**src/rtl/iram_pkg.sv**
```systemverilog
// Shared types and constants for the loadable instruction memory.
// State encoding, HALT fill word and a width helper.
package iram_pkg;

    typedef enum logic {
        LOAD = 1'b0,
        RUN  = 1'b1
    } state_t;

    localparam logic [15:0] HALT_WORD = 16'h0000;

    function automatic int clog2(input int n);
        int r;
        r = 0;
        for (int i = 0; i < 31; i++) begin
            if ((1 << i) < n) begin
                r = i + 1;
            end
        end
        return r;
    endfunction

endpackage

```
**src/rtl/iram_loadable_if.sv**
```systemverilog
// Program load stream: loader is master, instruction memory is slave.
// A word moves on a clock edge where LD_VALID and LD_READY are both high.
interface iram_loadable_if #(
    parameter int DATA_W = 16
);

    logic              LD_VALID;
    logic [DATA_W-1:0] LD_DATA;
    logic              LD_LAST;
    logic              LD_READY;

    modport master (
        output LD_VALID,
        output LD_DATA,
        output LD_LAST,
        input  LD_READY
    );

    modport slave (
        input  LD_VALID,
        input  LD_DATA,
        input  LD_LAST,
        output LD_READY
    );

endinterface

```
**src/rtl/iram_load_ctrl.sv**
```systemverilog
// Load/run sequencing for the instruction memory: FSM, word count,
// load handshake, and the write strobe/index into the array.
module iram_load_ctrl
    import iram_pkg::*;
#(
    parameter int DEPTH = 128,
    parameter int CW    = clog2(DEPTH + 1),
    parameter int IW    = (DEPTH > 1) ? clog2(DEPTH) : 1
) (
    input  logic          CLK,
    input  logic          RESET,
    input  logic          ld_valid,
    input  logic          ld_last,
    input  logic          reload,
    output logic          ld_ready,
    output logic          run_ready,
    output logic [CW-1:0] word_count,
    output logic          we,
    output logic [IW-1:0] widx
);

    state_t state;
    logic   accept;
    logic   full_next;

    // RELOAD wins over a word offered on the same edge.
    assign accept    = ld_valid & ld_ready & ~reload & (state == LOAD);
    assign full_next = (word_count == CW'(DEPTH - 1));

    assign we   = accept;
    assign widx = word_count[IW-1:0];

    always_ff @(posedge CLK or posedge RESET) begin
        if (RESET) begin
            state      <= LOAD;
            word_count <= '0;
            ld_ready   <= 1'b1;
            run_ready  <= 1'b0;
        end else begin
            unique case (state)
                LOAD: begin
                    if (reload) begin
                        word_count <= '0;
                    end else if (accept) begin
                        word_count <= word_count + CW'(1);
                        if (ld_last || full_next) begin
                            state     <= RUN;
                            ld_ready  <= 1'b0;
                            run_ready <= 1'b1;
                        end
                    end
                end
                RUN: begin
                    if (reload) begin
                        state      <= LOAD;
                        word_count <= '0;
                        ld_ready   <= 1'b1;
                        run_ready  <= 1'b0;
                    end
                end
            endcase
        end
    end

endmodule

```
**src/rtl/iram_loadable.sv**
```systemverilog
// Streamed-in instruction memory with a combinational fetch port.
// Words past the loaded program or past DEPTH read as FILL_WORD.
module iram_loadable
    import iram_pkg::*;
#(
    parameter int                DATA_W    = 16,
    parameter int                ADDR_W    = 8,
    parameter int                DEPTH     = 128,
    parameter logic [DATA_W-1:0] FILL_WORD = DATA_W'(HALT_WORD)
) (
    input  logic                          CLK,
    input  logic                          RESET,
    input  logic [ADDR_W-1:0]             ADDR,
    output logic [DATA_W-1:0]             Q,
    output logic                          MISALIGN,
    output logic                          OOR,
    iram_loadable_if.slave                ld,
    input  logic                          RELOAD,
    output logic                          RUN_READY,
    output logic [clog2(DEPTH+1)-1:0]     WORD_COUNT
);

    localparam int CW  = clog2(DEPTH + 1);
    localparam int IW  = (DEPTH > 1) ? clog2(DEPTH) : 1;
    localparam int AW1 = ADDR_W - 1;
    localparam logic [31:0] DEPTH_U = 32'(DEPTH);

    logic [DATA_W-1:0] mem [DEPTH];

    logic          ld_ready;
    logic          run_ready;
    logic [CW-1:0] word_count;
    logic          we;
    logic [IW-1:0] widx;

    logic [AW1-1:0] idx;
    logic [31:0]    idx_w;
    logic [31:0]    cnt_w;
    logic           in_range;
    logic           loaded;

    iram_load_ctrl #(
        .DEPTH (DEPTH),
        .CW    (CW),
        .IW    (IW)
    ) u_ctrl (
        .CLK        (CLK),
        .RESET      (RESET),
        .ld_valid   (ld.LD_VALID),
        .ld_last    (ld.LD_LAST),
        .reload     (RELOAD),
        .ld_ready   (ld_ready),
        .run_ready  (run_ready),
        .word_count (word_count),
        .we         (we),
        .widx       (widx)
    );

    assign ld.LD_READY = ld_ready;
    assign RUN_READY   = run_ready;
    assign WORD_COUNT  = word_count;

    // Array is deliberately unreset; word_count masks stale contents.
    always_ff @(posedge CLK) begin
        if (we) begin
            mem[widx] <= ld.LD_DATA;
        end
    end

    assign idx      = ADDR[ADDR_W-1:1];
    assign idx_w    = 32'(idx);
    assign cnt_w    = 32'(word_count);
    assign in_range = (idx_w < DEPTH_U);
    assign loaded   = (idx_w < cnt_w);

    assign MISALIGN = run_ready & ADDR[0];
    assign OOR      = run_ready & ~in_range;

    always_comb begin
        Q = FILL_WORD;
        if (run_ready && in_range && loaded) begin
            Q = mem[idx[IW-1:0]];
        end
    end

endmodule

```
**src/flat_wrapper.sv**
```systemverilog
// flat-port wrapper written by rule: the top's interface ports become plain ports
module iram_loadable_flat import iram_pkg::*;
#(
    parameter int                DATA_W    = 16,
    parameter int                ADDR_W    = 8,
    parameter int                DEPTH     = 128,
    parameter logic [DATA_W-1:0] FILL_WORD = DATA_W'(HALT_WORD)
)
  (CLK, RESET, ADDR, Q, MISALIGN, OOR, RELOAD, RUN_READY, WORD_COUNT, ld_LD_VALID, ld_LD_DATA, ld_LD_LAST, ld_LD_READY);
  iram_loadable_if #(.DATA_W(DATA_W)) ld_i ();
  input  logic CLK;
  input  logic RESET;
  input  logic [ADDR_W-1:0] ADDR;
  output logic [DATA_W-1:0] Q;
  output logic MISALIGN;
  output logic OOR;
  input  logic RELOAD;
  output logic RUN_READY;
  output logic [clog2(DEPTH+1)-1:0] WORD_COUNT;
  input wire logic [$bits(ld_i.LD_VALID)-1:0] ld_LD_VALID;
  input wire logic [$bits(ld_i.LD_DATA)-1:0] ld_LD_DATA;
  input wire logic [$bits(ld_i.LD_LAST)-1:0] ld_LD_LAST;
  output wire logic [$bits(ld_i.LD_READY)-1:0] ld_LD_READY;
  assign ld_i.LD_VALID = ld_LD_VALID;
  assign ld_i.LD_DATA = ld_LD_DATA;
  assign ld_i.LD_LAST = ld_LD_LAST;
  assign ld_LD_READY = ld_i.LD_READY;
  iram_loadable #(.DATA_W(DATA_W), .ADDR_W(ADDR_W), .DEPTH(DEPTH), .FILL_WORD(FILL_WORD)) u_core (.CLK(CLK), .RESET(RESET), .ADDR(ADDR), .Q(Q), .MISALIGN(MISALIGN), .OOR(OOR), .ld(ld_i), .RELOAD(RELOAD), .RUN_READY(RUN_READY), .WORD_COUNT(WORD_COUNT));
endmodule
```
**config.mk**
```make
export PLATFORM = sky130hd
export DESIGN_NAME = iram_loadable_flat
export DESIGN_NICKNAME = d
export VERILOG_FILES = /design/src/rtl/iram_pkg.sv /design/src/rtl/iram_loadable_if.sv /design/src/rtl/iram_load_ctrl.sv /design/src/rtl/iram_loadable.sv /design/src/flat_wrapper.sv
export SDC_FILE = /design/constraint.sdc
export NUM_CORES = 2
export LEC_CHECK = 0
export BUFFER_PORTS_ARGS = -buffer_cell sky130_fd_sc_hd__buf_2
export CORE_ASPECT_RATIO = 1.2
export CORE_MARGIN = 2
export CORE_UTILIZATION = 57
export DETAILED_ROUTE_END_ITERATION = 8
export PLACE_DENSITY = 0.76
export SYNTH_ARGS = -nofsm -noshare
export SYNTH_HDL_FRONTEND = slang
export SYNTH_SLANG_ARGS = --single-unit
```
**constraint.sdc**
```tcl
create_clock -name CLK -period 3.28 [get_ports CLK]
set_input_delay 0.656 -clock CLK [delete_from_list [all_inputs] [get_ports CLK]]
set_output_delay 0.656 -clock CLK [all_outputs]
set_load 0.1 [all_outputs]
```
Word-level counts from Yosys, hierarchy flattened
Memories as Yosys holds them, arrays and structs flattened.
Cells that the tools add are included.

operators by class
  reduce and logical (&&, ||, !) cells = 5
  add/sub/neg operators = 1
  magnitude comparators = 2
  muxes and demuxes = 22
  equal/unequal tests = 6
  bitwise operators = 8

operators by type and width
  cell                                                         count
  two-way mux 8 bit                                            3
  two-way mux 16 bit                                           1
  one-hot mux 8 bit (2 select lines)                           1
  two-way mux 1 bit                                            14
  adder 8 x 1 -> 8 bit (second input constant)                 1
  == test 8 x 7 -> 1 bit (second input constant)               1
  less-than comparator 7 x 8 -> 1 bit                          1
  less-than comparator 7 x 8 -> 1 bit (second input constant)  1
  inequality test 2 bit (second input constant)                3
  one-hot mux 1 bit (2 select lines)                           3
  AND 1 bit                                                    5
  AND reduction 4 bit                                          1
  inequality test 3 bit (second input constant)                1
  NOT 1 bit                                                    3
  logical AND 1 bit                                            2
  inequality test 2 x 1 -> 1 bit (second input constant)       1
  AND reduction 2 bit                                          1
  logical OR 1 bit                                             1

word-level totals
  output and inout port bits = 28
  logic and storage cells = 49
  bits in writable memories = 2048
  bits in registers = 11
  memories = 1

memory list
  name        depth  bits a word  rd ports  clocked after memory_dff  write ports  RTL line             RTL
  u_core.mem  128    16           1         0                         1            iram_loadable.sv:28  logic [DATA_W-1:0] mem [DEPTH];

Longest topological paths before layout
  depth after elaboration = 6
  mapped depth = 12
  depth with buffers taken out = 7

Hierarchy
From an unflattened synthesis, not the netlist that was laid out.

second synthesis, totals
  cells, all modules = 3915
  area total of the unflattened synthesis = 80729.9 um^2

by module, submodules not included
  module          cells each  area each (um^2)  times used
  iram_loadable   3852        80108.1           1
  iram_load_ctrl  63          621.8             1

Least setup slack after synthesis
Ideal clock, no wire load.

  path kind = register to output
  from = reg u_core.u_ctrl.word_count[4]
  to = out Q[9]
  setup slack = -2.178 ns
  data required time = 2.624 ns
  data arrival time = 4.802 ns
  cell stages (with the launch flop) = 10
  buffers on the path = 2
  cell sequence = dfrtp_1 -> clkbuf_1 -> inv_1 -> ha_1 -> o2111ai_1 -> a21oi_1 -> o31a_2 -> buf_1 -> a31o_2 -> a211oi_1

on the way
  cells in the longest elaborated chain, start to end = 3

ends and longest elaborated chain
  element                              RTL line              RTL
  start: declaration                   iram_load_ctrl.sv:17  output logic [CW-1:0] word_count,
  start signal: assignment             iram_load_ctrl.sv:45  word_count <= word_count + CW'(1);
  less-than comparator 7 x 8 -> 1 bit  iram_loadable.sv:74   assign loaded = (idx_w < cnt_w);
  logical AND 1 bit                    iram_loadable.sv:81   if (run_ready && in_range && loaded) begin
  two-way mux 16 bit                   iram_loadable.sv:81
  end: declaration                     flat_wrapper.sv:14    output logic [DATA_W-1:0] Q;

No other way between the ends.

Final worst setup path
  from = in ADDR[1]
  to = out Q[14]

on the way
  cells in the longest elaborated chain, start to end = 4
  elaborated cells between the ends (all ways) = 6

ends and longest elaborated chain
  element                                                                        RTL line             RTL
  start: declaration                                                             flat_wrapper.sv:13   input logic [ADDR_W-1:0] ADDR;
  parallel branches: the longest is 3 deep, another holds memory (128 x 16 bit)  n/a
  two-way mux 16 bit *                                                           iram_loadable.sv:81

Every way passes the cells marked *.

==> flow_results.org <==
** Status
- Run status :: complete, but fails checks
- The checks that failed: negative setup slack.

** Floorplan
- Die H :: 416.3 um
- The floorplan step defined a die boundary enclosing 144700 um2.
- Starting density of the core :: 0.5729
- Ports :: 57
- The total area inside the core boundary comes to 140900 um2.
- From left edge to right edge, the die measures 347.6 um.
- Number of rows created at floorplan :: 151

** Clock tree
- The tree built by TritonCTS fans out to 2059 sinks.
- Clock latency on the worst-skew pair :: 840 ps
- Clock-pin slew was measured on the worst setup and hold paths at 60 ps.
- Total clock buffers created by CTS :: 187
- TritonCTS built the clock tree.
- Clock tree synthesis selected as its root buffer the cell sky130_fd_sc_hd__clkbuf_16.
- Max clock buf depth :: 3
- The clock tree synthesis step divided the H-tree into 4 levels.

** Pwr
- Cell-internal power :: 42.60 mW
- Of the total power, the clock network draws 0.390.
- In this run the power density over the cells is 571.4 nW/um2.
- Summed over all cells, the static leakage comes to 32.20 nW.
- Fraction of power consumed by combinational cells :: 0.084
- Of the total power, registers draw 0.526.
- Switching share of total power :: 0.2271
- The analysis attributes to net switching a power of 12.52 mW.
- Worst IR Drop VDD :: 0.6155 mV

** Worst setup path
- Data arrives at the worst endpoint at 3420 ps.
- CP Max Fanout :: 8
- CP Capture Type :: output pin
- In this design, the stage delay of the slowest critical-path cell is 520 ps.
- The worst setup path is of the input pin to output pin kind.
- Worst path slowest cell :: sky130_fd_sc_hd__mux4_2
- Worst path required time :: 2620 ps
- Critical Path Start Type :: input pin
- Worst path cell trace :: buf_16 > buf_16 > buf_12 > buf_16 > mux4_2 > mux4_2 > mux2i_4 > buf_6 > mux4_2 > nor2_4 > buf_12

** Logic synthesis
- For this run, the number of Yosys warnings is 0.
- By area the synthesized netlist is led by sky130_fd_sc_hd__edfxtp_1 76%, sky130_fd_sc_hd__mux4_2 9.8%, sky130_fd_sc_hd__mux2i_1 3.6%.
- Gate Count Post-Synth :: 3777
- Number of synthesized flops with an enable pin :: 2048
- The synthesized design spends more area on one cell type than any other, namely sky130_fd_sc_hd__edfxtp_1.
- Yosys cell types :: 73
- Post-Syn Nets :: 3813
- In this run, synthesis produced a sequential element count of 2059.
- Of all flip-flops after synthesis, the portion carrying an async set or reset was 0.005342.
- The most used flip-flop cell after synthesis is sky130_fd_sc_hd__edfxtp_1.
- Each instance of the synthesized netlist takes up on average 21.38 um2.
- Proportion of synthesized chip area in sequential cells :: 0.7651
- Syn Std Cell Area :: 80740 um2
- Yosys top cell area share :: 0.7617

** STA
- In the final timing run, aggregate negative setup slack is -10380 ps.
- Pins over their slew limit :: 0
- Final period demand of the worst path :: 4075 ps
- Crit share post-route :: 1.242
- Worst hold slack after final layout :: 125.5 ps
- Setup violations remaining at the end of the flow were counted as 16.
- Slew at the pin with the worst max-slew slack :: 909.7 ps
- On the final layout, the worst clock skew is 34.67 ps.
- Based on the critical path, the design can be clocked at up to 245.4 MHz.
- Unrepaired setup endpoints after global routing :: true
- After layout, the worst setup slack is -794.5 ps.
- The count of final hold-check violations was 0.
- Worst rel slew slack :: 0.3936

** Route
- DRC violation count after routing :: 0
- Via count of the routed design :: 44990
- Post-detailed-route wirelength per cell :: 35.51 um
- For this block, the initial DRC count from the detailed router was 6657.
- First-pass iteration count of the detailed router :: 6
- After detailed routing, the total wire length is 232300 um.
- In the routed layout, each cell is associated on average with a via count of 6.877.
- The detail route stage leaves a number of antenna-violating nets equal to 0.

** Place
- Dpl ws :: -1383 ps
- Input and output buffers added on the ports amount to 55.
- Dpl hpwl :: 142500 um
- Placer congestion estimate :: 0.9234

** Hold path
- Path category of the worst min-delay check :: input pin to register

** GRT
- Entering global routing, the biggest net connects 129 pins.
- GRT Total Usage :: 0.3230
- Met3 routing resource usage after global routing :: 0.08096
- Number of antenna violations at the first check in global routing :: 6
- For this run, global-route usage on met2 was measured as 0.5114.
- First-pass GRT wire length :: 326700 um
- Peak-usage layer in the global routing report :: met2
- Total congestion overflow after global routing :: 0
- The number of global-route vias before repair was 44600.
- Met1 GRT Util :: 0.4082

** Final layout
- In the final layout, flip-flops and latches occupy 61790 um2.
- Filler Cells Inserted :: 8202
- Footprint of the multi-input gates :: 18480 um2
- In the final layout, the share of cells above drive strength 1 is 0.3538.
- Compared with the post-synthesis result, the final layout area differs by 19.45%.
- Utilization of the core after routing :: 0.6843
- In the final design database the tool counted 4584 nets.

** Flow run
- Count of maximum capacitance violations :: 0
## per-layer routing
metal | vias to the layer above | part of all wire
li1 | 17490 | -
met4 | 6 | 0.066
met2 | 3658 | 0.48
met1 | 23120 | 0.33
met5 | - | 0.00015
met3 | 720 | 0.12
## power groups by stage
stage	registers (mW)	logic [mW]	clock network [mW]
2_1_floorplan	29.7	1.97	0
3_3_place_gp	29.6	4.03	0
3_5_place_dp	29.6	4.09	0
4_1_cts	29.0	4.43	21.5
5_1_grt	29.0	4.74	22.5
6_report	29.0	4.63	21.5
## per-stage QoR
step / instance area [um2] / total power [mW] / instances
2_1_floorplan: 81260 / 31.68 / 3777
3_3_place_gp: 88350 / 33.60 / 6116
3_5_place_dp: 88350 / 33.67 / 6116
4_1_cts: 95720 / 54.97 / 6492
5_1_grt: 96420 / 56.26 / 6533
6_report: 96450 / 55.11 / 6542
## registers in the layout, indices dropped and copies added, names as in the netlist
signal / flops
u_core.u_ctrl.word_count: 8
u_core.u_ctrl.state: 1
u_core.u_ctrl.ld_ready: 1
u_core.mem: 2048
u_core.u_ctrl.run_ready: 1
## final timing paths
check,cells past startpoint,slack [ps],endpoint,start
setup / recovery,11,-790,Q[14],ADDR[1]
hold / removal,1,130,u_core.mem[58][2]$_DFFE_PP_,ld_LD_DATA[2]
setup reg to reg,6,480,u_core.mem[39][13]$_DFFE_PP_,u_core.u_ctrl.word_count[3]$_DFFE_PP0P_
hold reg to reg,2,470,u_core.u_ctrl.ld_ready$_DFFE_PP1P_,u_core.u_ctrl.ld_ready$_DFFE_PP1P_
max in group asynchronous,3,2560,u_core.u_ctrl.word_count[4]$_DFFE_PP0P_,RESET
min in group asynchronous,3,370,u_core.u_ctrl.state$_DFF_PP0_,RESET
## worst max-delay path: cells and delay by family
kind / cells / cell delay, ps
buf+inv: 6 / 950
mux: 4 / 1680
simple gates: 1 / 70
## timing repair
item	4_1_cts	5_1_grt
resized for setup	214	89
pin swaps	49	50
cloned	6	0
endpoints found under the hold margin	10	0
hold buffers	1	0
endpoints found under the setup margin	16	16
setup buffers	35	45
## cell usage after synthesis, types with 8 or more instances
master                      number
sky130_fd_sc_hd__buf_8          32
sky130_fd_sc_hd__o21ai_0        58
sky130_fd_sc_hd__nand2_1        84
sky130_fd_sc_hd__o22ai_1        12
sky130_fd_sc_hd__mux2i_1       288
sky130_fd_sc_hd__nand2b_1       15
sky130_fd_sc_hd__a211oi_1       18
sky130_fd_sc_hd__a21oi_1        44
sky130_fd_sc_hd__a31oi_1        16
sky130_fd_sc_hd__and2_1         10
sky130_fd_sc_hd__buf_4          15
sky130_fd_sc_hd__edfxtp_1     2048
sky130_fd_sc_hd__a221o_1        17
sky130_fd_sc_hd__mux4_2        352
sky130_fd_sc_hd__dfrtp_1        10
sky130_fd_sc_hd__buf_6          33
sky130_fd_sc_hd__mux2_2         16
sky130_fd_sc_hd__buf_2          51
sky130_fd_sc_hd__o2111ai_1       8
sky130_fd_sc_hd__o211ai_1        9
sky130_fd_sc_hd__a22oi_1        54
sky130_fd_sc_hd__nor2_1        184
sky130_fd_sc_hd__nor3_1         26
sky130_fd_sc_hd__nand3_1        34
sky130_fd_sc_hd__buf_1          11
sky130_fd_sc_hd__o31ai_1        10
sky130_fd_sc_hd__a221oi_1       96
sky130_fd_sc_hd__mux4_1         62
sky130_fd_sc_hd__inv_1          11
sky130_fd_sc_hd__clkbuf_1       52
## final cells by class
type                            count  area share
Tap cell                         1836     0.02382
Antenna cell                        9   0.0002335
Timing Repair Buffer              796     0.08104
Inverter                           16   0.0007784
Multi-Input combinational cell   1488      0.1916
Clock buffer                      228     0.05012
Clock inverter                    110     0.01169
Sequential cell                  2059      0.6407
## cell families after synthesis
logic type	synth area share
compound gates	0.03521
xor+xnor	0.0002170
fa+ha+maj	0.001085
buf+inv	0.02224
flops	0.7651
mux	0.1563
other cells	0.00004644
simple gates	0.01983
## layout by cell type (no fill, tap or decap), drive strengths merged, types with 17 or more instances in the layout
cell    synthesis  final
a211oi         19     19
a21oi          44     44
a221o          17     17
a221oi         97     97
a22oi          54     54
buf           149    793
clkbuf         62    228
clkinv          3     83
edfxtp       2048   2048
inv            13     22
mux2i         288    288
mux4          414    414
nand2          85     85
nand3          34     34
nor2          184    184
nor3           26     26
o21ai          60     60
Note: power is estimated with default switching activity, not from simulation.
